===== src/rtl/mult_table_ctrl_if.sv =====
// Request/response, status and AXI4-Lite master signals of the multiplication-table controller.
// Valid/ready: a transfer occurs on a rising clk edge where valid and ready are both high; once valid
// is raised, it and its payload stay unchanged until that edge.
interface mult_table_ctrl_if;
  logic        req_valid;
  logic        req_ready;
  logic [2:0]  a;
  logic [2:0]  b;
  logic        rsp_valid;
  logic [5:0]  result;
  logic        rsp_err;
  logic        init_done;
  logic        error;
  logic [31:0] m_axi_awaddr;
  logic        m_axi_awvalid;
  logic        m_axi_awready;
  logic [31:0] m_axi_wdata;
  logic [3:0]  m_axi_wstrb;
  logic        m_axi_wvalid;
  logic        m_axi_wready;
  logic [1:0]  m_axi_bresp;
  logic        m_axi_bvalid;
  logic        m_axi_bready;
  logic [31:0] m_axi_araddr;
  logic        m_axi_arvalid;
  logic        m_axi_arready;
  logic [31:0] m_axi_rdata;
  logic [1:0]  m_axi_rresp;
  logic        m_axi_rvalid;
  logic        m_axi_rready;

  // master: the controller; slave: the requester together with the AXI4-Lite memory
  modport master (
    input  req_valid, a, b,
    output req_ready, rsp_valid, result, rsp_err, init_done, error,
    output m_axi_awaddr, m_axi_awvalid, m_axi_wdata, m_axi_wstrb, m_axi_wvalid, m_axi_bready,
    input  m_axi_awready, m_axi_wready, m_axi_bresp, m_axi_bvalid,
    output m_axi_araddr, m_axi_arvalid, m_axi_rready,
    input  m_axi_arready, m_axi_rdata, m_axi_rresp, m_axi_rvalid
  );

  modport slave (
    output req_valid, a, b,
    input  req_ready, rsp_valid, result, rsp_err, init_done, error,
    input  m_axi_awaddr, m_axi_awvalid, m_axi_wdata, m_axi_wstrb, m_axi_wvalid, m_axi_bready,
    output m_axi_awready, m_axi_wready, m_axi_bresp, m_axi_bvalid,
    input  m_axi_araddr, m_axi_arvalid, m_axi_rready,
    output m_axi_arready, m_axi_rdata, m_axi_rresp, m_axi_rvalid
  );
endinterface


===== src/rtl/mult_table_ctrl.sv =====
// Fills a 64-entry a*b table in AXI4-Lite memory after reset, then answers (a,b) lookups by
// reading the table back one transaction at a time.
module mult_table_ctrl #(
  parameter logic [31:0] ADDR_BASE = 32'h0000_0000,
  parameter int unsigned TIMEOUT   = 255
) (
  input  logic               clk,
  input  logic               rst,
  mult_table_ctrl_if.master  bus,
  output logic [2:0]         o_dbg_state
);

  typedef enum logic [2:0] {
    W_ADDR = 3'd0,
    W_RESP = 3'd1,
    IDLE   = 3'd2,
    R_ADDR = 3'd3,
    R_DATA = 3'd4
  } state_t;

  localparam int WAIT_W = (TIMEOUT < 2) ? 1 : $clog2(TIMEOUT + 1);
  localparam logic [WAIT_W-1:0] WAIT_MAX = WAIT_W'(TIMEOUT);

  state_t            r_state;
  state_t            w_state_nxt;
  logic              r_run;
  logic [5:0]        r_idx;
  logic              r_aw_done;
  logic              r_w_done;
  logic [2:0]        r_a;
  logic [2:0]        r_b;
  logic [WAIT_W-1:0] r_wait;
  logic              r_init_done;
  logic              r_error;
  logic              r_rsp_valid;
  logic              r_rsp_err;
  logic [5:0]        r_result;

  logic              w_aw_hs;
  logic              w_w_hs;
  logic              w_wr_go;
  logic              w_b_done;
  logic              w_req_hs;
  logic              w_ar_hs;
  logic              w_r_done;
  logic              w_timeout;
  logic [5:0]        w_wr_prod;
  logic [31:0]       w_wr_addr;
  logic [31:0]       w_rd_addr;
  logic              w_unused;

  assign w_wr_prod = {3'b000, r_idx[5:3]} * {3'b000, r_idx[2:0]};
  assign w_wr_addr = ADDR_BASE + {24'b0, r_idx, 2'b00};
  assign w_rd_addr = ADDR_BASE + {24'b0, r_a, r_b, 2'b00};
  assign w_timeout = (r_wait == WAIT_MAX);
  assign w_unused  = ^bus.m_axi_rdata[31:6];

  assign bus.rsp_valid = r_rsp_valid;
  assign bus.result    = r_result;
  assign bus.rsp_err   = r_rsp_err;
  assign bus.init_done = r_init_done;
  assign bus.error     = r_error;
  assign o_dbg_state   = r_state;

  always_ff @(posedge clk) begin
    if (rst) r_state <= W_ADDR;
    else     r_state <= w_state_nxt;
  end

  // r_run keeps the write channel quiet for the first cycle after reset.
  always_comb begin
    w_state_nxt       = r_state;
    bus.req_ready     = 1'b0;
    bus.m_axi_awaddr  = 32'h0;
    bus.m_axi_awvalid = 1'b0;
    bus.m_axi_wdata   = 32'h0;
    bus.m_axi_wstrb   = 4'h0;
    bus.m_axi_wvalid  = 1'b0;
    bus.m_axi_bready  = 1'b0;
    bus.m_axi_araddr  = 32'h0;
    bus.m_axi_arvalid = 1'b0;
    bus.m_axi_rready  = 1'b0;
    w_aw_hs           = 1'b0;
    w_w_hs            = 1'b0;
    w_wr_go           = 1'b0;
    w_b_done          = 1'b0;
    w_req_hs          = 1'b0;
    w_ar_hs           = 1'b0;
    w_r_done          = 1'b0;
    case (r_state)
      W_ADDR: begin
        if (r_run) begin
          bus.m_axi_awaddr  = w_wr_addr;
          bus.m_axi_awvalid = !r_aw_done;
          bus.m_axi_wdata   = {26'b0, w_wr_prod};
          bus.m_axi_wstrb   = 4'hF;
          bus.m_axi_wvalid  = !r_w_done;
          w_aw_hs           = !r_aw_done && bus.m_axi_awready;
          w_w_hs            = !r_w_done && bus.m_axi_wready;
          if ((r_aw_done || w_aw_hs) && (r_w_done || w_w_hs)) begin
            w_wr_go     = 1'b1;
            w_state_nxt = W_RESP;
          end
        end
      end
      W_RESP: begin
        bus.m_axi_bready = 1'b1;
        if (bus.m_axi_bvalid || w_timeout) begin
          w_b_done    = 1'b1;
          w_state_nxt = (r_idx == 6'd63) ? IDLE : W_ADDR;
        end
      end
      IDLE: begin
        bus.req_ready = r_init_done;
        if (r_init_done && bus.req_valid) begin
          w_req_hs    = 1'b1;
          w_state_nxt = R_ADDR;
        end
      end
      R_ADDR: begin
        bus.m_axi_arvalid = 1'b1;
        bus.m_axi_araddr  = w_rd_addr;
        if (bus.m_axi_arready) begin
          w_ar_hs     = 1'b1;
          w_state_nxt = R_DATA;
        end
      end
      R_DATA: begin
        bus.m_axi_rready = 1'b1;
        if (bus.m_axi_rvalid || w_timeout) begin
          w_r_done    = 1'b1;
          w_state_nxt = IDLE;
        end
      end
      default: w_state_nxt = W_ADDR;
    endcase
  end

  always_ff @(posedge clk) begin
    if (rst) begin
      r_run       <= 1'b0;
      r_idx       <= 6'd0;
      r_aw_done   <= 1'b0;
      r_w_done    <= 1'b0;
      r_a         <= 3'd0;
      r_b         <= 3'd0;
      r_wait      <= '0;
      r_init_done <= 1'b0;
      r_error     <= 1'b0;
      r_rsp_valid <= 1'b0;
      r_rsp_err   <= 1'b0;
      r_result    <= 6'd0;
    end else begin
      r_run       <= 1'b1;
      r_rsp_valid <= 1'b0;
      if (w_wr_go) begin
        r_aw_done <= 1'b0;
        r_w_done  <= 1'b0;
      end else begin
        if (w_aw_hs) r_aw_done <= 1'b1;
        if (w_w_hs)  r_w_done  <= 1'b1;
      end
      // The wait counter restarts on each entry to a response-waiting state.
      if (w_wr_go || w_ar_hs)
        r_wait <= '0;
      else if ((r_state == W_RESP || r_state == R_DATA) && !w_timeout)
        r_wait <= r_wait + 1'b1;
      if (w_b_done) begin
        if (!bus.m_axi_bvalid || bus.m_axi_bresp != 2'b00) r_error <= 1'b1;
        if (r_idx == 6'd63) r_init_done <= 1'b1;
        else                r_idx       <= r_idx + 6'd1;
      end
      if (w_req_hs) begin
        r_a <= bus.a;
        r_b <= bus.b;
      end
      if (w_r_done) begin
        r_rsp_valid <= 1'b1;
        if (bus.m_axi_rvalid) begin
          r_result  <= bus.m_axi_rdata[5:0];
          r_rsp_err <= (bus.m_axi_rresp != 2'b00);
          if (bus.m_axi_rresp != 2'b00) r_error <= 1'b1;
        end else begin
          r_result  <= 6'd0;
          r_rsp_err <= 1'b1;
          r_error   <= 1'b1;
        end
      end
    end
  end

endmodule


===== src/flat_wrapper.sv =====
// flat-port wrapper written by rule: the top's interface ports become plain ports
module mult_table_ctrl_flat 
#(
  parameter logic [31:0] ADDR_BASE = 32'h0000_0000,
  parameter int unsigned TIMEOUT   = 255
)
  (clk, rst, o_dbg_state, bus_req_valid, bus_a, bus_b, bus_req_ready, bus_rsp_valid, bus_result, bus_rsp_err, bus_init_done, bus_error, bus_m_axi_awaddr, bus_m_axi_awvalid, bus_m_axi_wdata, bus_m_axi_wstrb, bus_m_axi_wvalid, bus_m_axi_bready, bus_m_axi_awready, bus_m_axi_wready, bus_m_axi_bresp, bus_m_axi_bvalid, bus_m_axi_araddr, bus_m_axi_arvalid, bus_m_axi_rready, bus_m_axi_arready, bus_m_axi_rdata, bus_m_axi_rresp, bus_m_axi_rvalid);
  mult_table_ctrl_if bus_i ();
  input  logic clk;
  input  logic rst;
  output logic [2:0] o_dbg_state;
  input wire logic [$bits(bus_i.req_valid)-1:0] bus_req_valid;
  input wire logic [$bits(bus_i.a)-1:0] bus_a;
  input wire logic [$bits(bus_i.b)-1:0] bus_b;
  output wire logic [$bits(bus_i.req_ready)-1:0] bus_req_ready;
  output wire logic [$bits(bus_i.rsp_valid)-1:0] bus_rsp_valid;
  output wire logic [$bits(bus_i.result)-1:0] bus_result;
  output wire logic [$bits(bus_i.rsp_err)-1:0] bus_rsp_err;
  output wire logic [$bits(bus_i.init_done)-1:0] bus_init_done;
  output wire logic [$bits(bus_i.error)-1:0] bus_error;
  output wire logic [$bits(bus_i.m_axi_awaddr)-1:0] bus_m_axi_awaddr;
  output wire logic [$bits(bus_i.m_axi_awvalid)-1:0] bus_m_axi_awvalid;
  output wire logic [$bits(bus_i.m_axi_wdata)-1:0] bus_m_axi_wdata;
  output wire logic [$bits(bus_i.m_axi_wstrb)-1:0] bus_m_axi_wstrb;
  output wire logic [$bits(bus_i.m_axi_wvalid)-1:0] bus_m_axi_wvalid;
  output wire logic [$bits(bus_i.m_axi_bready)-1:0] bus_m_axi_bready;
  input wire logic [$bits(bus_i.m_axi_awready)-1:0] bus_m_axi_awready;
  input wire logic [$bits(bus_i.m_axi_wready)-1:0] bus_m_axi_wready;
  input wire logic [$bits(bus_i.m_axi_bresp)-1:0] bus_m_axi_bresp;
  input wire logic [$bits(bus_i.m_axi_bvalid)-1:0] bus_m_axi_bvalid;
  output wire logic [$bits(bus_i.m_axi_araddr)-1:0] bus_m_axi_araddr;
  output wire logic [$bits(bus_i.m_axi_arvalid)-1:0] bus_m_axi_arvalid;
  output wire logic [$bits(bus_i.m_axi_rready)-1:0] bus_m_axi_rready;
  input wire logic [$bits(bus_i.m_axi_arready)-1:0] bus_m_axi_arready;
  input wire logic [$bits(bus_i.m_axi_rdata)-1:0] bus_m_axi_rdata;
  input wire logic [$bits(bus_i.m_axi_rresp)-1:0] bus_m_axi_rresp;
  input wire logic [$bits(bus_i.m_axi_rvalid)-1:0] bus_m_axi_rvalid;
  assign bus_i.req_valid = bus_req_valid;
  assign bus_i.a = bus_a;
  assign bus_i.b = bus_b;
  assign bus_req_ready = bus_i.req_ready;
  assign bus_rsp_valid = bus_i.rsp_valid;
  assign bus_result = bus_i.result;
  assign bus_rsp_err = bus_i.rsp_err;
  assign bus_init_done = bus_i.init_done;
  assign bus_error = bus_i.error;
  assign bus_m_axi_awaddr = bus_i.m_axi_awaddr;
  assign bus_m_axi_awvalid = bus_i.m_axi_awvalid;
  assign bus_m_axi_wdata = bus_i.m_axi_wdata;
  assign bus_m_axi_wstrb = bus_i.m_axi_wstrb;
  assign bus_m_axi_wvalid = bus_i.m_axi_wvalid;
  assign bus_m_axi_bready = bus_i.m_axi_bready;
  assign bus_i.m_axi_awready = bus_m_axi_awready;
  assign bus_i.m_axi_wready = bus_m_axi_wready;
  assign bus_i.m_axi_bresp = bus_m_axi_bresp;
  assign bus_i.m_axi_bvalid = bus_m_axi_bvalid;
  assign bus_m_axi_araddr = bus_i.m_axi_araddr;
  assign bus_m_axi_arvalid = bus_i.m_axi_arvalid;
  assign bus_m_axi_rready = bus_i.m_axi_rready;
  assign bus_i.m_axi_arready = bus_m_axi_arready;
  assign bus_i.m_axi_rdata = bus_m_axi_rdata;
  assign bus_i.m_axi_rresp = bus_m_axi_rresp;
  assign bus_i.m_axi_rvalid = bus_m_axi_rvalid;
  mult_table_ctrl #(.ADDR_BASE(ADDR_BASE), .TIMEOUT(TIMEOUT)) u_core (.clk(clk), .rst(rst), .bus(bus_i), .o_dbg_state(o_dbg_state));
endmodule

===== config.mk =====
export PLATFORM = sky130hd
export DESIGN_NAME = mult_table_ctrl_flat
export DESIGN_NICKNAME = d
export VERILOG_FILES = /design/src/rtl/mult_table_ctrl_if.sv /design/src/rtl/mult_table_ctrl.sv /design/src/flat_wrapper.sv
export SDC_FILE = /design/constraint.sdc
export NUM_CORES = 1
export LEC_CHECK = 0
export CELL_PAD_IN_SITES_DETAIL_PLACEMENT = 1
export CELL_PAD_IN_SITES_GLOBAL_PLACEMENT = 1
export CORE_AREA = 2 2 106 108
export DETAILED_ROUTE_END_ITERATION = 12
export DIE_AREA = 0 0 108 110
export PLACE_DENSITY_LB_ADDON = 0.1
export SLEW_MARGIN = 10
export SYNTH_ARGS = -nofsm -noshare
export SYNTH_HDL_FRONTEND = slang
export SYNTH_SLANG_ARGS = --single-unit

===== constraint.sdc =====
create_clock -name clk -period 2.79 [get_ports clk]
set_clock_uncertainty 0.1 [all_clocks]
set_input_delay 0.279 -clock clk [delete_from_list [all_inputs] [get_ports clk]]
set_output_delay 0.279 -clock clk [all_outputs]
set_load 0.01 [all_outputs]

Word-level counts from Yosys, hierarchy flattened

Index checks and enable logic that the tools add are counted.

Divide/modulo/power cells: 0
$lt $le $gt $ge: 0
Equality and inequality tests: 12
$mul: 1
Reductions and logical operators: 24
Shifts and indexed selects: 0
Bitwise logic cells: 1
Multiplexer cells: 47
Add/sub/neg operators: 2

Operators by type and width:

| operator                                               | number |
|---|---|
| 2-to-1 mux 32 bit                                      | 2 |
| 2-to-1 mux 1 bit                                       | 31 |
| 2-to-1 mux 3 bit                                       | 6 |
| 2-to-1 mux 8 bit                                       | 2 |
| case mux 3 bit (5 select lines)                        | 1 |
| 2-to-1 mux 6 bit                                       | 2 |
| inequality test 2 x 1 -> 1 bit (second input constant) | 5 |
| adder 8 x 1 -> 8 bit (second input constant)           | 1 |
| == test 8 bit (second input constant)                  | 1 |
| 2-to-1 mux 4 bit                                       | 2 |
| logical OR 1 bit                                       | 7 |
| adder 6 x 1 -> 6 bit (second input constant)           | 1 |
| == test 3 x 2 -> 1 bit (second input constant)         | 2 |
| == test 6 bit (second input constant)                  | 1 |
| multiplier 3 x 3 -> 6 bit                              | 1 |
| AND reduction 6 bit                                    | 1 |
| logical AND 1 bit                                      | 5 |
| zero test 1 bit                                        | 4 |
| AND reduction 2 bit                                    | 2 |
| nonzero test 2 bit                                     | 2 |
| OR reduction 2 bit                                     | 2 |
| == test 3 x 1 -> 1 bit (second input constant)         | 1 |
| == test 3 bit (second input constant)                  | 1 |
| zero test 3 bit                                        | 1 |
| other kinds (3)                                        | 3 |

Bits of input ports: 50
Bits in latches: 0
Bits in writable memories: 0
Output and inout bits: 119
Register bits after elaboration: 36
Word-level logic and storage cells: 100
Bits in read-only memories: 0
Memories kept: 0

Longest topological paths before layout

Word-level depth: 9
Gate-level depth with buffers: 8
Gate-level depth less buffers: 7

Least setup slack after synthesis

OpenSTA, ideal clock, no wires.

Path type: register to output
Start point: register u_core.r_idx[2]
End point: output bus_m_axi_wdata[4]
Arrival time: 2050 ps
Required time: 2411 ps
Setup slack: 361 ps
Path buffers: 1
Stages on the path, launching flop included: 9
Path through: dfxtp_1 > clkbuf_1 > nand2_1 > fa_1 > inv_1 > ha_1 > fa_1 > xnor2_1 > nor2_1

Cells in the longest elaborated chain, start to end: 3

RTL lines:

| what                      | line                   | source |
|---|---|---|
| from (decl)               | mult_table_ctrl.sv:27  | `logic [5:0] r_idx;` |
| from (signal assigned)    | mult_table_ctrl.sv:171 | `else r_idx <= r_idx + 6'd1;` |
| multiplier 3 x 3 -> 6 bit | mult_table_ctrl.sv:52  | `assign w_wr_prod = {3'b000, r_idx[5:3]} * {3'b000, r_idx[2:0]};` |
| 2-to-1 mux 6 bit          | mult_table_ctrl.sv:92  | `if (r_run) begin` |
| 2-to-1 mux 32 bit         | mult_table_ctrl.sv:90  | `case (r_state)` |
| to (decl)                 | flat_wrapper.sv:23     | `output wire logic [$bits(bus_i.m_axi_wdata)-1:0] bus_m_axi_wdata;` |

Every way passes these cells.

Final worst setup path

Start point: register u_core.r_idx[2]
End point: output bus_m_axi_wdata[3]

Same word-level chain as after synthesis.

==> impl_metrics.py <==
metrics = {
    "run_status": {
        "outcome": "complete, no violations",
    },
    "timing": {
        "finalCritPeriodShare_pct": 96.28,
        "maxSlewHeadroom_pct": 55.58,
        "maxSlewViolCount": 0,
        "whs_ns": 0.3530,
        "max_freq_mhz": 372.3,
        "period_minus_slack_ns": 2.686,
        "setup_viol": 0,
        "setup_ws_ns": 0.1038,
        "rsz0062_at_grt": "false",
        "finalHoldViolations": 0,
        "worstMarginPinSlew_ns": 0.6639,
    },
    "floorplanning": {
        "rows": 38,
        "die_area_mm2": 0.01188,
        "dieWidth_um": 108,
        "start_util_pct": 24.55,
        "fp.dieH_um": 110,
        "core-area_mm2": 0.01070,
        "io_pins": 169,
    },
    "placed_design": {
        "dpl-instance-area_mm2": 0.003133,
        "place_ws_ns": -0.01480,
        "dp.cells": 529,
        "port_buffers": 64,
        "dpl.hpwl_um": 5322,
        "gp_congestion": 0.7636,
    },
    "drt": {
        "wl_um": 6902,
        "ant_nets": 0,
        "drc_errors": 0,
        "routed_via_density": 4.242,
        "wire_per_inst_um": 12.85,
        "drtPass1Iterations": 4,
        "drt_iter0_markers": 56,
        "vias": 2278,
    },
    "run": {
        "drv_cap": 0,
    },
    "power": {
        "vdd_drop_max_mv": 0.1855,
        "total_power_w": 0.001392,
        "powerDensity_mw_per_mm2": 429.3,
        "power_leakage_nw": 1.358,
    },
    "logic_synthesis": {
        "ys.flop_type": "dfxtp_1",
        "synth_top_cell_area_share_pct": 27.44,
        "yosys_warnings": 0,
        "synth_compound_gate_area_share_pct": 15.63,
        "synth_xor_area_share_pct": 1.334,
        "synth_cells": 333,
        "synth_edf_count": 0,
        "syn_area_mm2": 0.002626,
        "ys_seq_area_share_pct": 27.44,
        "muxShareOfSynthArea_pct": 1.239,
        "synth.avg_cell_area_um2": 7.887,
        "synth-async-reset-ratio_pct": 0,
        "yosysTopAreaCell": "dfxtp_1",
        "synth_fa_ha_area_share_pct": 4.859,
        "synth-simple-area-share_pct": 21.58,
        "synth_top_family_by_area": "buffers and inverters",
        "ys_seq_elements": 36,
        "synth.area.top_cells": "dfxtp_1 (27%), buf_4 (23%), a21oi_1 (5.1%), nand2_1 (3.6%), ha_1 (3.3%)",
        "yosysUniqueCellTypes": 49,
    },
    "layout": {
        "syn2layout_area_growth_pct": 23.49,
        "final_area_mm2": 0.003243,
        "diodes": 0,
        "final.fill_count": 1295,
        "fin_nets": 455,
        "final_cells": 537,
        "layout-drive-gt1-share_pct": 8.060,
    },
    "worst_setup_path": {
        "reg2reg_from": "u_core.o_dbg_state[0]",
        "cp_max_fo": 2,
        "crit_start": "u_core.r_idx[2]",
        "cp.required_ns": 2.41,
        "reg2reg_slack_ns": 0.66,
        "cp.arrival_ns": 2.31,
        "r2r_end": "u_core.r_idx[5]",
        "start_kind": "register",
        "r2r_cells": 3,
        "end_kind": "output pin",
        "crit_type": "register to output pin",
    },
    "clocking": {
        "postCtsSetupBuffers": 0,
        "clockBufferDepth": 2,
        "cts_tree": "yes",
        "cts_max_level": 2,
        "clkSinkCount": 36,
        "cts-root-buf": "clkbuf_8",
        "insertion_delay_ns": 0.30,
        "clk_pin_slew_ns": 0.08,
        "cts_made_buffers": 5,
    },
    "global_routing": {
        "grt_max_degree": 28,
        "grt_usage_pct": 11.44,
        "antenna_found_initial": 0,
        "grt_pass1_vias": 2208,
        "grt_pass1_wl_um": 10840,
        "grt_overflow": 0,
    },
    "min_path": {
        "hp-start": "u_core.r_b[0]",
        "min_path_type": "register to register",
        "hold_end": "u_core.r_b[0]",
        "whs_path_depth": 2,
    },
}
cells by family (layout without fill, tap and decap cells):
family                   Yosys count  after routing
AND/OR/NAND/NOR                  108            108
buffers and inverters            108             95
AO/OA/AOI/OAI                     64             64
flip-flops                        36             36
adder cells (fa/ha/maj)            9              9
XOR/XNOR                           4              4
multiplexers                       3              3
other                              1             78
Yosys cell counts (3+ instances only):
cell / instances
a21o_1: 3
nand2_1: 25
o21ai_0: 8
inv_1: 11
ha_1: 7
and2_1: 13
nand3_1: 13
nor2_1: 19
o221ai_1: 3
and3_1: 12
a21oi_1: 27
buf_4: 82
or4_1: 3
clkbuf_1: 11
dfxtp_1: 36
xnor2_1: 3
nand4_1: 4
a31o_2: 3
o31ai_1: 3
nor3_1: 7
nor2b_1: 3
o41ai_1: 4
layer usage:
metal	vias to the layer above	track usage [%]	routed length, um
met2	65	20.40	3513
li1	1114	-	-
met3	4	2.293	340
met5	-	0	0
met1	1095	14.07	2984
met4	0	3.022	64
timing repair:
| action | in CTS | in global routing |
|---|---|---|
| resized for setup | 8 | 4 |
| hold buffers | 0 | 0 |
| hold endpoints to repair | 0 | 0 |
| pin swaps | 0 | 0 |
| setup endpoints to repair | 3 | 2 |
stage by stage:
step           util [%]  TNS [ns]
4_1_cts           30.33         0
2_1_floorplan         -         0
5_1_grt           30.32         0
3_5_place_dp      29.29  -0.01776
3_3_place_gp      29.29         0
6_report          30.32         0
worst max-delay path by stage:
stage | depth (start not counted) | endpoint
floorplan | 8 | bus_m_axi_wdata[4]
global placement | 8 | bus_m_axi_wdata[4]
detailed placement | 8 | bus_m_axi_wdata[4]
CTS | 8 | bus_m_axi_wdata[4]
global route | 5 | bus_m_axi_araddr[6]
finish | 7 | bus_m_axi_wdata[3]
registers in the layout (all words and copies together), names as in the netlist:
name	flops
u_core.r_b	3
u_core.o_dbg_state	3
u_core.bus.rsp_err	1
u_core.r_w_done	1
u_core.bus.rsp_valid	1
u_core.bus.init_done	1
u_core.bus.result	6
u_core.r_wait	8
u_core.bus.error	1
u_core.r_a	3
u_core.r_aw_done	1
u_core.r_run	1
u_core.r_idx	6
cell usage in the layout (no fill, tap or decap), drive strengths merged, types with 4 or more instances in the layout:
cell type and count:
and3 12, inv 11, ha 7, buf 13, nand3 13, nand4 4, dfxtp 36, a21oi 28
conb 78, and2 13, clkbuf 6, nor3 7, o21ai 9, nand2 25, o41ai 4, nor2 19
clkdlybuf4s50 61
power by group:
| group | switching (W) | total, W | internal (W) |
|---|---|---|---|
| Combinational | 0.000207 | 0.000357 | 0.000150 |
| Clock | 0.000204 | 0.000470 | 0.000266 |
| Sequential | 0.0000324 | 0.000565 | 0.000533 |
| Total | 0.000444 | 0.00139 | 0.000949 |
worst max-delay path, stage by stage, from the launching register on:
cell and delay [ns]:
dfxtp_2 0.34, nand2_2 0.07, fa_1 0.54, inv_1 0.05, ha_2 0.19, fa_1 0.47, and3_1 0.15, clkdlybuf4s15_2 0.22
final cells by class:
type | instances | area (um2) | area share, %
clock inverter | 2 | 35.03 | 1.080
timing repair buffer | 76 | 725.7 | 22.38
tap | 140 | 175.2 | 5.401
sequential | 36 | 723.2 | 22.30
clock buffer | 6 | 72.57 | 2.238
multi-input combinational | 266 | 1470 | 45.33
inverter | 11 | 41.29 | 1.273
Power figures use the tool's default switching activity.
